===== config.mk =====
export PLATFORM = sky130hd
export DESIGN_NAME = lagarto_fp_mult_norm_round
export DESIGN_NICKNAME = d
export VERILOG_FILES = /design/src/rtl/lagarto_fp_mult_norm_round.sv
export SDC_FILE = /design/constraint.sdc
export NUM_CORES = 2
export LEC_CHECK = 0
export CAP_MARGIN = 20
export CORE_MARGIN = 2
export CORE_UTILIZATION = 45
export DETAILED_ROUTE_END_ITERATION = 6
export REMOVE_ABC_BUFFERS = 1
export SLEW_MARGIN = 40
export SYNTH_ARGS = -nofsm -noshare
export SYNTH_HDL_FRONTEND = slang
export SYNTH_SLANG_ARGS = --single-unit

===== constraint.sdc =====
create_clock -name clk_i -period 6.6 [get_ports clk_i]
set_input_delay 1.98 -clock clk_i [delete_from_list [all_inputs] [get_ports clk_i]]
set_output_delay 1.98 -clock clk_i [all_outputs]
set_load 0.01 [all_outputs]

===== src/rtl/lagarto_fp_mult_norm_round.sv =====
// Normalize and round stage after the FP mantissa multiplier.
// Takes the 2*MANTISSA-bit product with precomputed sign/exponent and returns
// the packed-ready sign, exponent field and fraction plus overflow/underflow/
// inexact flags. Default build: two registered stages (latency 2).
// Define LAGARTO_FP_NR_ONE_STAGE_EN to drop the normalize register, so
// normalize and round feed one register (latency 1).
module lagarto_fp_mult_norm_round #(
  parameter int MANTISSA = 53,
  parameter int EXPONENT = 11
) (
  input  logic                    clk_i,
  input  logic                    rstn_i,
  input  logic                    lock_i,
  input  logic                    flush_i,
  input  logic                    op_valid_i,
  input  logic [2*MANTISSA-1:0]   product_i,
  input  logic [EXPONENT+1:0]     exp_i,
  input  logic                    sign_i,
  input  logic [2:0]              rm_i,
  output logic                    result_valid_o,
  output logic                    sign_o,
  output logic [EXPONENT-1:0]     exp_o,
  output logic [MANTISSA-2:0]     mant_o,
  output logic                    overflow_o,
  output logic                    underflow_o,
  output logic                    inexact_o
);

  localparam int PW  = 2 * MANTISSA;
  // Internal exponent is wide enough for exp_i minus a full-width left shift.
  localparam int EXW = EXPONENT + 3 + $clog2(PW);
  localparam int LZW = $clog2(PW + 1);
  localparam int SHW = $clog2(PW + 2);

  logic [EXW-1:0] exp_ext;
  logic [LZW-1:0] lzc;
  logic [EXW-1:0] lzc_ext;
  logic [PW-2:0]  n1_mant;
  logic           n1_sticky;
  logic [EXW-1:0] n1_exp;
  logic [EXW-1:0] sh_full;
  logic [SHW-1:0] sh_amt;
  logic [2*PW-3:0] ext;

  assign exp_ext = {{(EXW-EXPONENT-2){exp_i[EXPONENT+1]}}, exp_i};
  assign lzc_ext = {{(EXW-LZW){1'b0}}, lzc};

  // Leading-zero count of the product (last hit is the highest set bit).
  always_comb begin
    lzc = LZW'(PW);
    for (int i = 0; i < PW; i++) begin
      if (product_i[i]) lzc = LZW'(PW - 1 - i);
    end
  end

  // Normalize: hidden bit lands at PW-2; exponents <= 0 denormalize into sticky.
  always_comb begin
    n1_mant   = '0;
    n1_sticky = 1'b0;
    n1_exp    = '0;
    sh_full   = '0;
    sh_amt    = '0;
    ext       = '0;
    if (product_i[PW-1]) begin
      n1_mant   = product_i[PW-1:1];
      n1_sticky = product_i[0];
      n1_exp    = exp_ext + EXW'(1);
    end else if (product_i[PW-2]) begin
      n1_mant = product_i[PW-2:0];
      n1_exp  = exp_ext;
    end else if (|product_i) begin
      n1_mant = product_i[PW-2:0] << (lzc - LZW'(1));
      n1_exp  = exp_ext - lzc_ext + EXW'(1);
    end
    if ((|product_i) && (n1_exp[EXW-1] || (n1_exp == '0))) begin
      sh_full   = EXW'(1) - n1_exp;
      sh_amt    = (sh_full > EXW'(PW + 1)) ? SHW'(PW + 1) : sh_full[SHW-1:0];
      ext       = {n1_mant, {(PW-1){1'b0}}} >> sh_amt;
      n1_mant   = ext[2*PW-3:PW-1];
      n1_sticky = n1_sticky | (|ext[PW-2:0]);
      n1_exp    = '0;
    end
  end

  logic           r_valid;
  logic           r_sign;
  logic [2:0]     r_rm;
  logic [EXW-1:0] r_exp;
  logic [PW-2:0]  r_mant;
  logic           r_sticky;

`ifdef LAGARTO_FP_NR_ONE_STAGE_EN
  assign r_valid  = op_valid_i;
  assign r_sign   = sign_i;
  assign r_rm     = rm_i;
  assign r_exp    = n1_exp;
  assign r_mant   = n1_mant;
  assign r_sticky = n1_sticky;
`else
  logic           s1_valid_q, s1_valid_d;
  logic           s1_sign_q, s1_sign_d;
  logic [2:0]     s1_rm_q, s1_rm_d;
  logic [EXW-1:0] s1_exp_q, s1_exp_d;
  logic [PW-2:0]  s1_mant_q, s1_mant_d;
  logic           s1_sticky_q, s1_sticky_d;

  // Stage-1 next state: flush clears, lock holds, otherwise capture.
  always_comb begin
    s1_valid_d  = s1_valid_q;
    s1_sign_d   = s1_sign_q;
    s1_rm_d     = s1_rm_q;
    s1_exp_d    = s1_exp_q;
    s1_mant_d   = s1_mant_q;
    s1_sticky_d = s1_sticky_q;
    if (flush_i) begin
      s1_valid_d  = 1'b0;
      s1_sign_d   = 1'b0;
      s1_rm_d     = '0;
      s1_exp_d    = '0;
      s1_mant_d   = '0;
      s1_sticky_d = 1'b0;
    end else if (!lock_i) begin
      s1_valid_d  = op_valid_i;
      s1_sign_d   = sign_i;
      s1_rm_d     = rm_i;
      s1_exp_d    = n1_exp;
      s1_mant_d   = n1_mant;
      s1_sticky_d = n1_sticky;
    end
  end

  // Stage-1 register.
  always_ff @(posedge clk_i or negedge rstn_i) begin
    if (!rstn_i) begin
      s1_valid_q  <= 1'b0;
      s1_sign_q   <= 1'b0;
      s1_rm_q     <= '0;
      s1_exp_q    <= '0;
      s1_mant_q   <= '0;
      s1_sticky_q <= 1'b0;
    end else begin
      s1_valid_q  <= s1_valid_d;
      s1_sign_q   <= s1_sign_d;
      s1_rm_q     <= s1_rm_d;
      s1_exp_q    <= s1_exp_d;
      s1_mant_q   <= s1_mant_d;
      s1_sticky_q <= s1_sticky_d;
    end
  end

  assign r_valid  = s1_valid_q;
  assign r_sign   = s1_sign_q;
  assign r_rm     = s1_rm_q;
  assign r_exp    = s1_exp_q;
  assign r_mant   = s1_mant_q;
  assign r_sticky = s1_sticky_q;
`endif

  logic [MANTISSA-1:0] top;
  logic                guard;
  logic                st;
  logic                inc;
  logic [MANTISSA:0]   sum;
  logic [MANTISSA-1:0] mant_r;
  logic [EXW-1:0]      exp_r;
  logic                to_inf;
  logic                rnd_ovf, rnd_udf, rnd_inx;
  logic [EXPONENT-1:0] rnd_exp;
  logic [MANTISSA-2:0] rnd_mant;

  // Round to M bits per rounding mode, then resolve carry, subnormal promotion, overflow.
  always_comb begin
    top   = r_mant[PW-2 -: MANTISSA];
    guard = r_mant[MANTISSA-2];
    st    = (|r_mant[MANTISSA-3:0]) | r_sticky;
    case (r_rm)
      3'b001:  inc = 1'b0;
      3'b010:  inc = r_sign & (guard | st);
      3'b011:  inc = ~r_sign & (guard | st);
      3'b100:  inc = guard;
      default: inc = guard & (st | top[0]);
    endcase
    sum    = {1'b0, top} + {{MANTISSA{1'b0}}, inc};
    exp_r  = r_exp;
    mant_r = sum[MANTISSA-1:0];
    if (sum[MANTISSA]) begin
      mant_r = sum[MANTISSA:1];
      exp_r  = r_exp + EXW'(1);
    end else if ((r_exp == '0) && sum[MANTISSA-1]) begin
      exp_r = EXW'(1);
    end
    rnd_inx  = guard | st;
    rnd_ovf  = exp_r >= EXW'((1 << EXPONENT) - 1);
    rnd_exp  = exp_r[EXPONENT-1:0];
    rnd_mant = mant_r[MANTISSA-2:0];
    to_inf   = 1'b0;
    if (rnd_ovf) begin
      rnd_inx = 1'b1;
      case (r_rm)
        3'b001:  to_inf = 1'b0;
        3'b010:  to_inf = r_sign;
        3'b011:  to_inf = ~r_sign;
        default: to_inf = 1'b1;
      endcase
      if (to_inf) begin
        rnd_exp  = '1;
        rnd_mant = '0;
      end else begin
        rnd_exp  = EXPONENT'((1 << EXPONENT) - 2);
        rnd_mant = '1;
      end
    end
    rnd_udf = (r_exp == '0) & rnd_inx;
  end

  logic                res_valid_q, res_valid_d;
  logic                res_sign_q, res_sign_d;
  logic [EXPONENT-1:0] res_exp_q, res_exp_d;
  logic [MANTISSA-2:0] res_mant_q, res_mant_d;
  logic                res_ovf_q, res_ovf_d;
  logic                res_udf_q, res_udf_d;
  logic                res_inx_q, res_inx_d;

  // Output stage next state: flush clears, lock holds, invalid slots carry zeros.
  always_comb begin
    res_valid_d = res_valid_q;
    res_sign_d  = res_sign_q;
    res_exp_d   = res_exp_q;
    res_mant_d  = res_mant_q;
    res_ovf_d   = res_ovf_q;
    res_udf_d   = res_udf_q;
    res_inx_d   = res_inx_q;
    if (flush_i) begin
      res_valid_d = 1'b0;
      res_sign_d  = 1'b0;
      res_exp_d   = '0;
      res_mant_d  = '0;
      res_ovf_d   = 1'b0;
      res_udf_d   = 1'b0;
      res_inx_d   = 1'b0;
    end else if (!lock_i) begin
      res_valid_d = r_valid;
      res_sign_d  = r_valid & r_sign;
      res_exp_d   = r_valid ? rnd_exp : '0;
      res_mant_d  = r_valid ? rnd_mant : '0;
      res_ovf_d   = r_valid & rnd_ovf;
      res_udf_d   = r_valid & rnd_udf;
      res_inx_d   = r_valid & rnd_inx;
    end
  end

  // Output register.
  always_ff @(posedge clk_i or negedge rstn_i) begin
    if (!rstn_i) begin
      res_valid_q <= 1'b0;
      res_sign_q  <= 1'b0;
      res_exp_q   <= '0;
      res_mant_q  <= '0;
      res_ovf_q   <= 1'b0;
      res_udf_q   <= 1'b0;
      res_inx_q   <= 1'b0;
    end else begin
      res_valid_q <= res_valid_d;
      res_sign_q  <= res_sign_d;
      res_exp_q   <= res_exp_d;
      res_mant_q  <= res_mant_d;
      res_ovf_q   <= res_ovf_d;
      res_udf_q   <= res_udf_d;
      res_inx_q   <= res_inx_d;
    end
  end

  assign result_valid_o = res_valid_q;
  assign sign_o         = res_sign_q;
  assign exp_o          = res_exp_q;
  assign mant_o         = res_mant_q;
  assign overflow_o     = res_ovf_q;
  assign underflow_o    = res_udf_q;
  assign inexact_o      = res_inx_q;

endmodule


==> flow_metrics.env, run 1 <==
export IMPL_synth_top_cell_area_share_pct=12.4
export IMPL_syn_avg_cell_area_sq_um=6.67
export IMPL_portBuffers=195
export IMPL_stop_error="[ERROR GRT-0116] Global routing finished with congestion. Check the congestion regions in the DRC Viewer."
export IMPL_dp_hpwl_um=233000
export IMPL_grt_usage_pct=75.7
export IMPL_async_reset_ff_share_pct=100
export IMPL_chipHeight_um=299
export IMPL_synth_edff_count=0
export IMPL_ys_seq_elements=194
export IMPL_status="did not finish"
export IMPL_htreeDepth=4
export IMPL_start_util_pct=45.2
export IMPL_placed_cell_area_sq_um=58900
export IMPL_die_x_um=299
export IMPL_synthCells=5858
export IMPL_std_cell_rows=108
export IMPL_synth_area_sq_um=39100
export IMPL_max_clock_path_buffers=2
export IMPL_gp_congestion=1.29
export IMPL_grt_max_degree=103
export IMPL_yosys_warnings=0
export IMPL_cts_sinks=194
export IMPL_yosysTopAreaCell="dfrtp_1"
export IMPL_yosysMostFrequentCell="nand2_1"
export IMPL_synth_main_ff_cell="dfrtp_1"
export IMPL_grt_pass1_wl_um=524000
export IMPL_yosysSeqAreaShare_pct=12.4
export IMPL_yosysUniqueCellTypes=124
export IMPL_synthTopCellsByCount="717 x nand2_1, 521 x a21oi_1, 519 x nor2_1, 436 x o21ai_0, 312 x clkbuf_1"
export IMPL_ctsHoldBuffers=0
export IMPL_cts_buffers=17
export IMPL_ios=196
export IMPL_root_buffer="clkbuf_16"
export IMPL_placedCellCount=9004
export IMPL_yosys_top_cells_area="dfrtp_1 12%, nand2_1 6.9%, a21oi_1 6.7%"
export IMPL_haltStage="5_1_grt"
export IMPL_grt_pass1_vias=71600
export IMPL_overflow=933
==> per-layer routing <==
layer / GRT usage (%) / GRT overflow
met3: 57.8 / 17
met1: 78.7 / 8
met4: 70.2 / 365
met2: 94.0 / 541
met5: 20.3 / 2
==> kinds of logic after synthesis <==
| group | Yosys count | share of synthesized area [%] |
|---|---|---|
| mux | 292 | 8.37 |
| xor+xnor | 78 | 1.81 |
| flops | 194 | 12.4 |
| fa+ha+maj | 33 | 1.08 |
| compound gates | 2453 | 42.7 |
| buf+inv | 677 | 7.78 |
| simple gates | 2131 | 25.8 |
==> metrics by stage <==
step	utilization, %	worst slack (ns)
after floorplan	-	-11.17
after global placement	68.0	-4.62
after detailed placement	68.1	-4.64
after CTS	78.1	-2.76
==> repair_timing <==
action | CTS
cloned | 18
pin swaps | 389
resized for setup | 1317
endpoints found under the setup margin | 120
setup buffers | 235
==> run 2: changes to the inputs <==
--- a/config.mk
+++ b/config.mk
@@ -7,8 +7,9 @@
 export LEC_CHECK = 0
 export CAP_MARGIN = 20
 export CORE_MARGIN = 2
-export CORE_UTILIZATION = 45
+export CORE_UTILIZATION = 30
 export DETAILED_ROUTE_END_ITERATION = 6
+export PLACE_DENSITY_LB_ADDON = 0.15
 export REMOVE_ABC_BUFFERS = 1
 export SLEW_MARGIN = 40
 export SYNTH_ARGS = -nofsm -noshare
==> run 2 against run 1 <==
Effect of this change: the flow now finishes, with violations (design-rule violations, negative setup slack); synthesized cell count stayed put; synthesized area stayed put.
==> flow_metrics.env, run 2 <==
export IMPL_placed_cell_area_sq_um=61200
export IMPL_critPathLaunchType="input pin"
export IMPL_antenna_found_initial=14
export IMPL_std_cell_rows=132
export IMPL_maxSlewViolCount=0
export IMPL_cts_clk_slew_worst_paths_ns=0.09
export IMPL_syn_avg_cell_area_sq_um=6.67
export IMPL_synth_fa_ha_area_share_pct=1.08
export IMPL_clock_fmax_mhz=101
export IMPL_slowest_delay_ns=0.57
export IMPL_worstPathArrival_ns=10.29
export IMPL_crit_fanout=22
export IMPL_synthTopCellsByCount="717 x nand2_1, 521 x a21oi_1, 519 x nor2_1, 436 x o21ai_0, 312 x clkbuf_1"
export IMPL_yosysMostFrequentCell="nand2_1"
export IMPL_utilization_pct=52.0
export IMPL_gp_congestion=1.14
export IMPL_grt_usage_pct=49.2
export IMPL_grt_util_met3_pct=11.3
export IMPL_core_area_sq_um=129000
export IMPL_final_common_cell="buf_4"
export IMPL_final_cell_count_no_fill=9915
export IMPL_clock_latency_ns=0.48
export IMPL_slew_headroom_pct=33.8
export IMPL_worst_pin_slew_ns=0.992
export IMPL_dp_hpwl_um=280000
export IMPL_worst_path_most_repeated_cell="buf_4"
export IMPL_yosys_warnings=0
export IMPL_overflow=0
export IMPL_synth_top_cell_area_share_pct=12.4
export IMPL_timing_final_crit_share_pct=150
export IMPL_htreeDepth=4
export IMPL_setup_tns_final_ns=-291.87
export IMPL_setup_violations=120
export IMPL_cts_tree="yes"
export IMPL_crit_buf_inv=13
export IMPL_min_from="exp_o[4]$_DFFE_PN0P_"
export IMPL_power_total_mw=9.88
export IMPL_first_pass_iters=7
export IMPL_drive_gt1_share_pct=43.8
export IMPL_drt_wirelength_per_cell_um=34.4
export IMPL_synth_main_ff_cell="dfrtp_1"
export IMPL_power_density_nw_per_um2=147
export IMPL_drt_iter0_markers=8351
export IMPL_drc=1
export IMPL_place_ws_ns=-4.79
export IMPL_chipHeight_um=365
export IMPL_fin_nets=8314
export IMPL_synth_top_family_by_area="compound AO/OA/AOI/OAI gates"
export IMPL_drv_cap=0
export IMPL_slowest_stage="or4_4"
export IMPL_top_usage_layer="met2"
export IMPL_rsz0062_at_grt="true"
export IMPL_yosysUniqueCellTypes=124
export IMPL_ios=196
export IMPL_yosysSeqAreaShare_pct=12.4
export IMPL_synth_edff_count=0
export IMPL_ys_seq_elements=194
export IMPL_synthXorXnorAreaFrac_pct=1.81
export IMPL_vias=63600
export IMPL_root_buffer="clkbuf_16"
export IMPL_die_x_um=365
export IMPL_finClkSkew_ns=0.0265
export IMPL_violations="design-rule violations, negative setup slack"
export IMPL_synth_mux_area_share_pct=8.37
export IMPL_async_reset_ff_share_pct=100
export IMPL_grt_pass1_wl_um=467000
export IMPL_grt_pass1_vias=59800
export IMPL_worst_setup_path_end_kind="flip-flop"
export IMPL_cts_sinks=194
export IMPL_postRouteAntennaNets=0
export IMPL_final_cell_mix="2499 x buf_4, 698 x nand2_1, 460 x nor2_1, 459 x a21oi_1, 375 x o21ai_0"
export IMPL_max_vdd_ir_drop_mv=0.183
export IMPL_crit_family="compound AO/OA/AOI/OAI gates"
export IMPL_cp_required_ns=6.96
export IMPL_largest_reg_flops=105
export IMPL_worst_slack_ns=-3.33
export IMPL_max_clock_path_buffers=2
export IMPL_portBuffers=195
export IMPL_synth_compound_area_share_pct=42.7
export IMPL_synth_area_sq_um=39100
export IMPL_use_met1_pct=57.4
export IMPL_synthCells=5858
export IMPL_viasPerCell=6.42
export IMPL_status="finished with violations"
export IMPL_die_area_sq_um=133000
export IMPL_start_util_pct=30.2
export IMPL_critPathKind="input pin to flip-flop"
export IMPL_fin_area_sq_um=67300
export IMPL_hold_class="flip-flop to flip-flop"
export IMPL_yosysTopAreaCell="dfrtp_1"
export IMPL_grt_max_degree=107
export IMPL_yosys_top_cells_area="dfrtp_1 12%, nand2_1 6.9%, a21oi_1 6.7%"
export IMPL_cp_startpoint="product_i[14]"
export IMPL_wl_um=341000
export IMPL_final_hold_viol_count=0
export IMPL_fin_crit_ns=9.93
export IMPL_cts_buffers=17
export IMPL_placedCellCount=9749
export IMPL_synth_simple_area_share_pct=25.8
export IMPL_area_growth_pct=72.1
export IMPL_r2r_start="r_sticky$_DFFE_PN0P_"
export IMPL_p_leak_nw=28.7
export IMPL_ctsHoldBuffers=0
export IMPL_met2_usage_pct=74.6
export IMPL_timing_hold_ws_ns=0.468
==> run 2: cell counts after synthesis <==
No cell type changed its count.
==> run 2: per-layer routing <==
layer | part of all wire, % | vias up
met5 | 0.019 | -
met4 | 12 | 10
met3 | 9.7 | 1316
met2 | 42 | 4404
met1 | 37 | 30500
li1 | - | 27400
==> run 2: what timing repair did <==
item,CTS,global route
gates resized for setup,539,395
cloned,7,1
pin swaps,131,129
setup endpoints to repair,120,120
buffers inserted,76,52
==> run 2: area by class of cell <==
cell class              count  area [sq um]
flip-flops and latches    194          4850
clock buffers              18           439
repair buffers           2871         23900
well taps                1742          2180
multi-input cells        4988         35400
clock inverters            14           195
diodes                      7          17.5
fillers                 13000         62200
inverters                  81           307
==> run 2: cells by family (layout without fill, tap and decap cells) <==
logic type,count (synthesis),after routing
AO/OA/AOI/OAI,2453,2454
AND/OR/NAND/NOR,2131,2131
buffers and inverters,677,2984
multiplexers,292,292
flip-flops,194,194
XOR/XNOR,78,78
adder cells (fa/ha/maj),33,33
other,0,7
==> run 2: worst paths after layout <==
| kind | cells past startpoint | slack, ns | endpoint |
|---|---|---|---|
| worst max-delay path | 37 | -3.33 | r_sticky$_DFFE_PN0P_ |
| worst min-delay path | 2 | 0.47 | exp_o[4]$_DFFE_PN0P_ |
| worst max register to register | 31 | 0.49 | mant_o[23]$_DFFE_PN0P_ |
| worst min register to register | 2 | 0.47 | exp_o[4]$_DFFE_PN0P_ |
| max in group asynchronous | 2 | 3.88 | r_mant[14]$_DFFE_PN0P_ |
| min in group asynchronous | 1 | 1.52 | mant_o[41]$_DFFE_PN0P_ |
==> run 2: where the power goes <==
| group | internal, mW | switching (mW) |
|---|---|---|
| Clock | 0.537 | 0.590 |
| Sequential | 1.23 | 0.0453 |
| Combinational | 3.09 | 4.38 |
| Total | 4.86 | 5.02 |
==> run 2: worst reg2reg max path, delay by kind of cell, from the launching register on <==
kind / cells / cell delay, ns
simple gates: 19 / 3.64
compound gates: 9 / 1.21
flops: 1 / 0.41
buf+inv: 2 / 0.40
fa+ha+maj: 1 / 0.40
(Power assumes the default switching activity.)
